===== src/rtl/dcache_miss_ctrl.sv =====
// ---------------------------------------------------------------------------
// dcache_miss_ctrl
//   Memory-side controller for a direct-mapped data cache: 8 sets, 2 words
//   per block, 26-bit tag, byte address = {tag, indx, offset, 2'b00}.
//
//   A miss writes back the dirty victim block (if any) and then fetches the
//   requested two-word block. Each fetched word is handed to the cache one
//   cycle later on fill_we. On halt, all sets are walked in order, every
//   dirty block is written back, and flushed is then raised.
//
//   Ports
//     CLK, nRST            clock, synchronous active-low reset
//     req, req_tag/indx    miss request (held until done) and missing address
//     vic_*                victim block of the set on req_indx (miss) or on
//                          fill_indx (flush), driven by the cache
//     halt                 start the flush walk
//     hit_count            hit counter, written to memory at flush end
//                          (HITCOUNT_EN builds only)
//     dwait, dload         memory handshake / read data
//     dREN, dWEN, daddr,
//     dstore               memory request, held until a cycle with dwait=0
//     fill_*               fill-word write port into the cache
//     clr_dirty            pulse: clear dirty bit of set fill_indx
//     done                 pulse: miss serviced
//     flushed              flush complete, sticky until reset
//
//   Build option
//     HITCOUNT_EN  when defined, the end of the flush writes hit_count to
//                  HITCNT_ADDR before reaching the halted state.
//
//   All outputs are registers; each one is loaded on the edge that enters
//   the state it belongs to.
// ---------------------------------------------------------------------------
module dcache_miss_ctrl #(
    parameter int unsigned SETS        = 8,
    parameter logic [31:0] HITCNT_ADDR = 32'h0000_3100
) (
    input  logic        CLK,
    input  logic        nRST,
    input  logic        req,
    input  logic [25:0] req_tag,
    input  logic [2:0]  req_indx,
    input  logic        vic_dirty,
    input  logic [25:0] vic_tag,
    input  logic [31:0] vic_word0,
    input  logic [31:0] vic_word1,
    input  logic        halt,
    input  logic [31:0] hit_count,
    input  logic        dwait,
    input  logic [31:0] dload,
    output logic        dREN,
    output logic        dWEN,
    output logic [31:0] daddr,
    output logic [31:0] dstore,
    output logic        fill_we,
    output logic [2:0]  fill_indx,
    output logic        fill_offset,
    output logic [25:0] fill_tag,
    output logic [31:0] fill_data,
    output logic        clr_dirty,
    output logic        done,
    output logic        flushed
);

    typedef enum logic [3:0] {
        S_IDLE, S_WB0, S_WB1, S_RD0, S_RD1, S_DONE,
        S_FL_CHK, S_FL_WB0, S_FL_WB1, S_FL_NEXT, S_FL_END, S_HALTED
    } state_t;

    state_t      state_q;
    logic [2:0]  flush_idx_q;
    logic        dren_q, dwen_q, fill_we_q, fill_offset_q;
    logic        clr_dirty_q, done_q, flushed_q;
    logic [31:0] daddr_q, dstore_q, fill_data_q;
    logic [2:0]  fill_indx_q;
    logic [25:0] fill_tag_q;

    logic flush_last;
    assign flush_last = (flush_idx_q == 3'(SETS - 1));

`ifndef HITCOUNT_EN
    // hit_count and HITCNT_ADDR only matter when the hit-count write exists.
    logic unused_hitcount;
    assign unused_hitcount = ^{hit_count, HITCNT_ADDR};
`endif

    always_ff @(posedge CLK) begin
        if (!nRST) begin
            state_q       <= S_IDLE;
            flush_idx_q   <= '0;
            dren_q        <= 1'b0;
            dwen_q        <= 1'b0;
            daddr_q       <= '0;
            dstore_q      <= '0;
            fill_we_q     <= 1'b0;
            fill_indx_q   <= '0;
            fill_offset_q <= 1'b0;
            fill_tag_q    <= '0;
            fill_data_q   <= '0;
            clr_dirty_q   <= 1'b0;
            done_q        <= 1'b0;
            flushed_q     <= 1'b0;
        end else begin
            // Pulse outputs default low every cycle.
            fill_we_q   <= 1'b0;
            clr_dirty_q <= 1'b0;
            done_q      <= 1'b0;

            case (state_q)
                S_IDLE: begin
                    if (req) begin
                        fill_indx_q <= req_indx;
                        fill_tag_q  <= req_tag;
                        if (vic_dirty) begin
                            state_q  <= S_WB0;
                            dwen_q   <= 1'b1;
                            daddr_q  <= {vic_tag, req_indx, 1'b0, 2'b00};
                            dstore_q <= vic_word0;
                        end else begin
                            state_q  <= S_RD0;
                            dren_q   <= 1'b1;
                            daddr_q  <= {req_tag, req_indx, 1'b0, 2'b00};
                        end
                    end else if (halt && !flushed_q) begin
                        state_q     <= S_FL_CHK;
                        fill_indx_q <= flush_idx_q;
                    end
                end

                // Second word of a writeback reuses the block address of the first.
                S_WB0, S_FL_WB0: begin
                    if (!dwait) begin
                        state_q  <= (state_q == S_WB0) ? S_WB1 : S_FL_WB1;
                        daddr_q  <= {daddr_q[31:3], 1'b1, 2'b00};
                        dstore_q <= vic_word1;
                    end
                end

                S_WB1: begin
                    if (!dwait) begin
                        state_q  <= S_RD0;
                        dwen_q   <= 1'b0;
                        dren_q   <= 1'b1;
                        daddr_q  <= {fill_tag_q, fill_indx_q, 1'b0, 2'b00};
                        dstore_q <= '0;
                    end
                end

                S_RD0: begin
                    if (!dwait) begin
                        state_q       <= S_RD1;
                        daddr_q       <= {daddr_q[31:3], 1'b1, 2'b00};
                        fill_we_q     <= 1'b1;
                        fill_offset_q <= 1'b0;
                        fill_data_q   <= dload;
                    end
                end

                // The last fill word lands in the same cycle as done.
                S_RD1: begin
                    if (!dwait) begin
                        state_q       <= S_DONE;
                        dren_q        <= 1'b0;
                        daddr_q       <= '0;
                        fill_we_q     <= 1'b1;
                        fill_offset_q <= 1'b1;
                        fill_data_q   <= dload;
                        done_q        <= 1'b1;
                        clr_dirty_q   <= 1'b1;
                    end
                end

                // A halt seen while the miss was running starts the flush
                // right away; req is not looked at here.
                S_DONE: begin
                    if (halt && !flushed_q) begin
                        state_q     <= S_FL_CHK;
                        fill_indx_q <= flush_idx_q;
                    end else begin
                        state_q <= S_IDLE;
                    end
                end

                // Clean sets advance straight from FL_CHK; dirty sets come
                // back through FL_NEXT after their writeback.
                S_FL_CHK, S_FL_NEXT: begin
                    if (state_q == S_FL_CHK && vic_dirty) begin
                        state_q  <= S_FL_WB0;
                        dwen_q   <= 1'b1;
                        daddr_q  <= {vic_tag, flush_idx_q, 1'b0, 2'b00};
                        dstore_q <= vic_word0;
                    end else if (flush_last) begin
                        state_q <= S_FL_END;
`ifdef HITCOUNT_EN
                        dwen_q   <= 1'b1;
                        daddr_q  <= HITCNT_ADDR;
                        dstore_q <= hit_count;
`endif
                    end else begin
                        state_q     <= S_FL_CHK;
                        flush_idx_q <= flush_idx_q + 3'd1;
                        fill_indx_q <= flush_idx_q + 3'd1;
                    end
                end

                S_FL_WB1: begin
                    if (!dwait) begin
                        state_q     <= S_FL_NEXT;
                        dwen_q      <= 1'b0;
                        daddr_q     <= '0;
                        dstore_q    <= '0;
                        clr_dirty_q <= 1'b1;
                    end
                end

                S_FL_END: begin
`ifdef HITCOUNT_EN
                    if (!dwait) begin
                        state_q   <= S_HALTED;
                        dwen_q    <= 1'b0;
                        daddr_q   <= '0;
                        dstore_q  <= '0;
                        flushed_q <= 1'b1;
                    end
`else
                    state_q   <= S_HALTED;
                    flushed_q <= 1'b1;
`endif
                end

                S_HALTED: state_q <= S_HALTED;

                default: state_q <= S_IDLE;
            endcase
        end
    end

    assign dREN        = dren_q;
    assign dWEN        = dwen_q;
    assign daddr       = daddr_q;
    assign dstore      = dstore_q;
    assign fill_we     = fill_we_q;
    assign fill_indx   = fill_indx_q;
    assign fill_offset = fill_offset_q;
    assign fill_tag    = fill_tag_q;
    assign fill_data   = fill_data_q;
    assign clr_dirty   = clr_dirty_q;
    assign done        = done_q;
    assign flushed     = flushed_q;

endmodule


===== config.mk =====
export PLATFORM = sky130hd
export DESIGN_NAME = dcache_miss_ctrl
export DESIGN_NICKNAME = d
export VERILOG_FILES = /design/src/rtl/dcache_miss_ctrl.sv
export SDC_FILE = /design/constraint.sdc
export NUM_CORES = 1
export LEC_CHECK = 0
export CAP_MARGIN = 15
export CORE_MARGIN = 1
export CORE_UTILIZATION = 35
export CTS_CLUSTER_DIAMETER = 120
export DETAILED_ROUTE_END_ITERATION = 12
export GPL_ROUTABILITY_DRIVEN = 0
export MAX_ROUTING_LAYER = met4
export PLACE_DENSITY = 0.7
export SETUP_SLACK_MARGIN = 0.4
export SKIP_CTS_REPAIR_TIMING = 1
export SLEW_MARGIN = 10
export SYNTH_ARGS = -nofsm -noshare
export SYNTH_HDL_FRONTEND = slang
export SYNTH_SLANG_ARGS = --single-unit

===== constraint.sdc =====
create_clock -name CLK -period 5.15 [get_ports CLK]
set_input_delay 0.515 -clock CLK [delete_from_list [all_inputs] [get_ports CLK]]
set_output_delay 0.515 -clock CLK [all_outputs]
set_load 0.03 [all_outputs]

# --- Yosys cells after proc, flatten, opt, wreduce, memory -nomap -nowiden ---
# Cells that the tools add are included.
totals:
  reg_bits: 139
  in_bits: 189
  out_inout_bits: 132
op_classes:
  add_sub_neg: 1
  eq_ne: 27
  muxes: 41
  n_bitwise: 4
  reduce_logical: 32
op_table:
  columns: ["cell", "n"]
  rows:
  - ["$mux 32", 9]
  - ["$pmux 32 s5", 1]
  - ["$pmux 32 s4", 1]
  - ["$mux 4", 10]
  - ["$pmux 4 s9", 1]
  - ["$ne 2x2->1 const B", 14]
  - ["$reduce_and 6->1", 4]
  - ["$mux 3", 6]
  - ["$eq 4x3->1 const B", 4]
  - ["$eq 4x4->1 const B", 4]
  - ["$reduce_or 2->1", 6]
  - ["$reduce_and 2->1", 5]
  - ["$reduce_and 5->1", 2]
  - ["$pmux 3 s3", 1]
  - ["$reduce_and 3->1", 3]
  - ["$reduce_bool 3->1", 3]
  - ["$eq 4x2->1 const B", 2]
  - ["$mux 1", 8]
  - ["$reduce_bool 4->1", 2]
  - ["$pmux 1 s3", 2]
  - ["$reduce_bool 5->1", 1]
  - ["$eq 4x1->1 const B", 1]
  - ["$logic_not 4->1", 1]
  - ["$not 1->1", 4]
  - ["9 further kinds", 10]

# --- Depth between registers and ports, before layout ---
# Gate-level depths: netlist of run 1.
logic_depth:
  ltp_word: 5
  depth_mapped: 9
  mapped_depth_nobuf: 7

# --- Worst setup path after synthesis of run 1 ---
# OpenSTA, ideal clock, no wires.
synth_path:
  kind: "input port to flip-flop"
  start: "input dwait"
  end: "register daddr_q[14] (netlist: daddr[14])"
  arrival_ps: 1749
  slack_ps: 3272
  stages: 7
  n_path_buf: 2
  path_cell_list: "inv_1 maj3_1 a22o_1 buf_6 nand3_2 clkbuf_1 o21ai_1"
synth_between:
  elab_chain_len: 2
synth_lines:
  columns: ["element", "line_no", "rtl"]
  rows:
  - ["start: declaration", "49", "input logic dwait,"]
  - ["$ne 2x2->1 (no line)", null, null]
  - ["$reduce_and 6->1 (no line) (*)", null, null]
  - ["end signal: assignment", "117", "daddr_q <= {vic_tag, req_indx, 1'b0, 2'b00};"]
  - ["end signal: assignment", "122", "daddr_q <= {req_tag, req_indx, 1'b0, 2'b00};"]
  - ["end signal: assignment", "134", "daddr_q <= {daddr_q[31:3], 1'b1, 2'b00};"]
  - ["end: declaration", "74", "logic [31:0] daddr_q, dstore_q, fill_data_q;"]
# Every way passes the cells marked *; elsewhere a longest branch is shown, timed or not.
# A chain may end at the register's enable or synchronous reset.

# --- Final worst setup path of run 1 ---
layout_path:
  start: "register state_q[1]"
  end: "register dstore_q[17] (netlist: dstore[17])"
layout_between:
  elab_chain_len: 4
layout_lines:
  columns: ["element", "line_no", "rtl"]
  rows:
  - ["start: declaration", "70", "state_t state_q;"]
  - ["start signal: assignment", "133", "state_q <= (state_q == S_WB0) ? S_WB1 : S_FL_WB1;"]
  - ["$eq 4x4->1 (tied with other cells)", "109", "case (state_q)"]
  - ["$reduce_or 2->1 (no line) (tied with other cells)", null, null]
  - ["$reduce_bool 4->1 (no line) or $ne 2x2->1 (tied branches)", null, null]
  - ["$reduce_and 6->1 (no line)", null, null]
  - ["end signal: assignment", "118", "dstore_q <= vic_word0;"]
  - ["end signal: assignment", "135", "dstore_q <= vic_word1;"]
  - ["end signal: assignment", "191", "dstore_q <= vic_word0;"]
  - ["end: declaration", "74", null]
# Parallel ways exist; a longest one is shown, timed or not.

==> impl_metrics.ini, run 1 <==
[sta]
setup_viol = 0
rsz0062_at_grt = false
holdWs_ps = 452.0
finalCritPeriodShare = 0.5636
finalSetupTns_ps = 0
worst_pin_slew_ps = 1132
timing.fmax_mhz = 344.6
hold_viol = 0
drv_slew = 0
period_needed_ps = 2902
worst_slew_margin_rel = 0.2456
setup_ws_ps = 2248
finalClockSkew_ps = 8.079

[setup_path]
timing.rr.end = dstore[17]
cp_num_buf_inv = 2
crit_path_top_delay_cell = dfxtp_1
r2r_slack_ps = 2250
arrival_ps = 3160
start_kind = flop
cp_cell_sequence = buf_4 -> nor2_1 -> a211o_1 -> a31oi_4 -> buf_4 -> and2_4 -> a211oi_2
slowest_delay_ps = 720
r2r-start = state_q[1]
ff2ff_path_depth = 7
critPathMostFrequentCell = buf_4
critPathKind = reg2reg
cp_top_family = buffers and inverters
endpoint_kind = flop
required_ps = 5400
cp_max_fo = 35

[die]
io_pins = 321
start_util = 0.3612
die_h_um = 141.9
fp-row-count = 50
core_area_um2 = 18960
die_w_um = 141.9
die-area_um2 = 20120

[yosys]
yosysTopAreaCellShare = 0.4006
synthCells = 763
async_flop_share = 0
synth_ff_type = dfxtp_1
netlist_area_um2 = 6847
synth_edf_count = 0
synthTopCellsByCount = dfxtp_1, nand2_1, a21oi_1, a22oi_1, clkbuf_1
synth_area_leaders = dfxtp_1, a21oi_1, nand2_1
ys_seq_elements = 137
synth.most_common_cell = dfxtp_1
yosys.area.top_type = dfxtp_1
synth_cell_types = 71
synth_warnings = 0
syn_area_per_cell_um2 = 8.973
yosysSeqAreaShare = 0.4006

[finish]
syn2layout_area_growth_pct = 50.48
finish.utilization = 0.5435
n_fill_cell = 1767
drive_gt1_frac = 0.1278
stdcell_count = 1277
nets = 1196
diodes = 0

[drt]
drt_iter0_drc = 478
drc = 0
ant_nets = 0
num_vias = 6785
wirelength_um = 22740
firstDrtPassIters = 8
vias_per_cell = 5.313
routedWlPerCell_um = 17.81

[clock_tree]
cts_inserted_buffers = 17
cts.sinks = 137
ctsRootBufferMaster = clkbuf_16
clock_latency_ps = 420
clk_path_buf_depth = 2
tritoncts = built
path_clk_slew_ps = 60
h-tree-depth = 4

[global_routing]
grtUsageMet2 = 0.3674
grt_busiest_layer = met2
grt_pass1_vias = 6424
antenna_found_initial = 0
grt_use_met1 = 0.2720
grt_util_all_layers = 0.2262
grtUsageMet3 = 0.06075
overflow = 0
grt_max_degree = 97
grt_pass1_wl_um = 34240

[place]
placement.io_buffers = 286
post-place-ws_ps = 1962
dp.final_hpwl_um = 15520
dpl.cell_count = 1244

[power]
swShare = 0.4442
p_per_area_nw_per_um2 = 624.3
clock_power_share = 0.205
p_switching_mw = 2.857
vdd_drop_max_uv = 281.5
leakagePower_nw = 3.535
comb_power_share = 0.554
intPower_mw = 3.575
seqPwrFrac = 0.241

[run]
maxCapViolCount = 0

[hold_path]
min-delay-path-class = reg2reg
hold_depth = 2
min_to = fill_data[19]
min-delay-start = fill_data[19]

[run_status]
status = finished, final reports clean
layout by cell type (no fill, tap or decap), drive strengths merged, types with 19 or more instances in the layout:
cell type        n
mux2            26
nor2            19
a211oi          50
a222oi          29
nand2          132
a22oi           35
o21ai           26
dfxtp          137
clkdlybuf4s50  285
a21oi          118
stage by stage:
stage | total power, mW | area [µm²]
4_1_cts | 6.465 | 10260
6_report | 6.432 | 10300
5_1_grt | 6.808 | 10300
3_5_place_dp | 5.122 | 9630
2_1_floorplan | 4.104 | 6850
3_3_place_gp | 5.087 | 9630
worst max path at each step:
stage	slack (ps)	end	cells after the start	startpoint
floorplan	3270	daddr[14]	7	dwait
detailed placement	1960	daddr[12]	6	req
global placement	1950	daddr[12]	6	req
CTS	2270	dstore[17]	7	state_q[1]
global route	2060	dstore[16]	7	state_q[1]
finish	2250	dstore[17]	7	state_q[1]
flip-flops by register name, indices dropped and copies added (netlist names):
register	count
dstore	32
fill_data	32
daddr	30
fill_tag	26
state_q	4
fill_indx	3
flush_idx_q	3
clr_dirty	1
dREN	1
dWEN	1
done	1
fill_offset	1
fill_we	1
flushed	1
cell families (layout without fill, tap and decap cells):
kind of cell / after synthesis / after routing / synth area share
adder cells (fa/ha/maj): 3 / 3 / 0.005116
other: 1 / 2 / 0.0005477
XOR/XNOR: 4 / 4 / 0.007859
flip-flops: 137 / 137 / 0.4006
AO/OA/AOI/OAI: 305 / 305 / 0.3268
AND/OR/NAND/NOR: 191 / 191 / 0.1257
buffers and inverters: 90 / 343 / 0.08187
multiplexers: 32 / 32 / 0.05154
routing by layer:
layer | up-vias | share of wire
li1 | 3318 | -
met5 | - | 0
met1 | 3147 | 0.43
met2 | 294 | 0.47
met3 | 26 | 0.086
met4 | 0 | 0.015
area by class of cell:
cell class / count / area, µm² / area share
clock inverter: 13 / 190.2 / 0.01846
tap: 260 / 325.3 / 0.03158
clock buffer: 18 / 439.2 / 0.04263
multi-input combinational: 537 / 3556 / 0.3452
sequential: 137 / 2743 / 0.2662
timing repair buffer: 303 / 3013 / 0.2924
inverter: 9 / 36.28 / 0.003522
power groups by stage:
stage | Sequential, mW | Combinational, mW | Clock, mW
final | 1.55 | 3.56 | 1.32
after global routing | 1.59 | 3.82 | 1.40
after CTS | 1.55 | 3.57 | 1.35
after detailed placement | 1.57 | 3.55 | 0
after global placement | 1.56 | 3.52 | 0
after floorplan | 2.09 | 2.02 | 0
worst min-delay path, cell delays in order, from the launching register on:
cell and delay [ps]:
dfxtp_1 310, nand2_1 50, a21oi_1 50
(Power assumes the default switching activity.)
==> run 2, diff against run 1 <==
==> constraint.sdc (replaced) <==
create_clock -name CLK -period 2.69 [get_ports CLK]
set_input_delay 0.269 -clock CLK [delete_from_list [all_inputs] [get_ports CLK]]
set_output_delay 0.269 -clock CLK [all_outputs]
set_load 0.03 [all_outputs]
==> run 2 against run 1 <==
First-iteration DRC count grew 2.1%. Via count grew 1.3%. Clock skew grew 4.2 ps. Wire length grew 0.79%. Register-to-register slack lost 1700 ps. Non-clock buffer count grew 15. Sequential share of layout area shrank 0.26 points. Power grew 91%. Cell area grew 1.1%.
==> impl_metrics.ini, run 2 (same netlist as run 1, synthesis figures left out) <==
[run_status]
status = finished, final reports clean

[global_routing]
antenna_found_initial = 0
grt_util_all_layers = 0.2279
grt_pass1_wl_um = 34960
grt_max_degree = 67
grt_pass1_vias = 6587
overflow = 0

[finish]
drive_gt1_frac = 0.1441
final_area_um2 = 10410
final_common_cell = clkdlybuf4s50_1
syn2layout_area_growth_pct = 52.10
nets = 1212
layout_common_cells = clkdlybuf4s50_1, dfxtp_1, nand2_1, a21oi_1, a22oi_1
finish.utilization = 0.5494
diodes = 0
stdcell_count = 1294

[die]
io_pins = 321
start_util = 0.3612
die-area_um2 = 20120
core_area_um2 = 18960
die_w_um = 141.9
fp-row-count = 50
die_h_um = 141.9

[sta]
period_needed_ps = 2115
hold_viol = 0
rsz0062_at_grt = false
finalSetupTns_ps = 0
finalClockSkew_ps = 12.28
drv_slew = 0
worst_pin_slew_ps = 637.1
setup_viol = 0
holdWs_ps = 396.5
finalCritPeriodShare = 0.7864
worst_slew_margin_rel = 0.5753
setup_ws_ps = 574.7
timing.fmax_mhz = 472.7

[setup_path]
cp_num_buf_inv = 2
cp_max_fo = 22
critPathKind = reg2reg
slowest_delay_ps = 540
cp_cell_sequence = buf_4 -> maj3_1 -> a22oi_2 -> nor2_2 -> buf_4 -> a211oi_1
critPathMostFrequentCell = buf_4
arrival_ps = 2450
r2r_slack_ps = 570
start_kind = flop
crit_path_top_delay_cell = a22oi_2
endpoint_kind = flop
required_ps = 3020
cp_top_family = compound AO/OA/AOI/OAI gates

[drt]
drt_iter0_drc = 488
wirelength_um = 22920
vias_per_cell = 5.309
drc = 0
num_vias = 6870
ant_nets = 0
firstDrtPassIters = 6
routedWlPerCell_um = 17.71

[power]
comb_power_share = 0.562
intPower_mw = 6.776
leakagePower_nw = 3.609
power_mw = 12.30
swShare = 0.4491
vdd_drop_max_uv = 571.3
seqPwrFrac = 0.242
p_per_area_nw_per_um2 = 1181
p_switching_mw = 5.523
clock_power_share = 0.196

[clock_tree]
clock_latency_ps = 420
tritoncts = built
cts_inserted_buffers = 17
clk_path_buf_depth = 2
cts.sinks = 137
h-tree-depth = 4
ctsRootBufferMaster = clkbuf_16
path_clk_slew_ps = 70

[run]
maxCapViolCount = 0

[place]
dp.final_hpwl_um = 15850
place_area_um2 = 9796
placement.io_buffers = 286
dpl.cell_count = 1261
post-place-ws_ps = 239.9

[hold_path]
min-delay-path-class = in2reg
==> run 2: cell types whose count changed in the layout (fill, tap and decap cells not counted), sizes merged <==
| cell | before | now |
|---|---|---|
| inv | 14 | 16 |
| buf | 18 | 33 |
| clkbuf | 18 | 19 |
| bufinv | 4 | 2 |
| and2 | 2 | 3 |
==> run 2: layer usage <==
metal,track usage,share of wire,vias to the layer above
li1,-,-,3356
met1,0.2782,0.42,3183
met2,0.3695,0.47,310
met3,0.05737,0.093,21
met4,0.06848,0.012,0
met5,-,0,-
==> run 2: worst min-delay path, delay by kind of cell <==
kind / cells / cell delay [ps]
simple gates: 1 / 60
compound gates: 1 / 50
buf+inv: 1 / 400
==> run 2: final cells by class <==
cell class	count	area, µm²
Clock buffer	19	452.9
Clock inverter	13	153.9
Fill cell	1768	8542
Inverter	9	36.28
Multi-Input combinational cell	538	3565
Sequential cell	137	2745
Tap cell	260	325.3
Timing Repair Buffer	318	3136
==> run 2: power by group through the flow <==
stage / Combinational, mW / Clock (mW) / Sequential [mW]
after global routing: 7.43 / 2.55 / 3.04
after CTS: 6.89 / 2.46 / 2.98
after global placement: 6.83 / 0 / 3.00
final: 6.91 / 2.41 / 2.98
after detailed placement: 6.87 / 0 / 3.01
after floorplan: 3.86 / 0 / 4.00
==> run 2: final timing paths <==
path,start,to,cells after the start
worst min-delay path,dload[0],fill_data[0],3
worst min register to register,fill_data[21],fill_data[21],2
worst max-delay path,state_q[1],daddr[25],6
worst max register to register,state_q[1],daddr[25],6
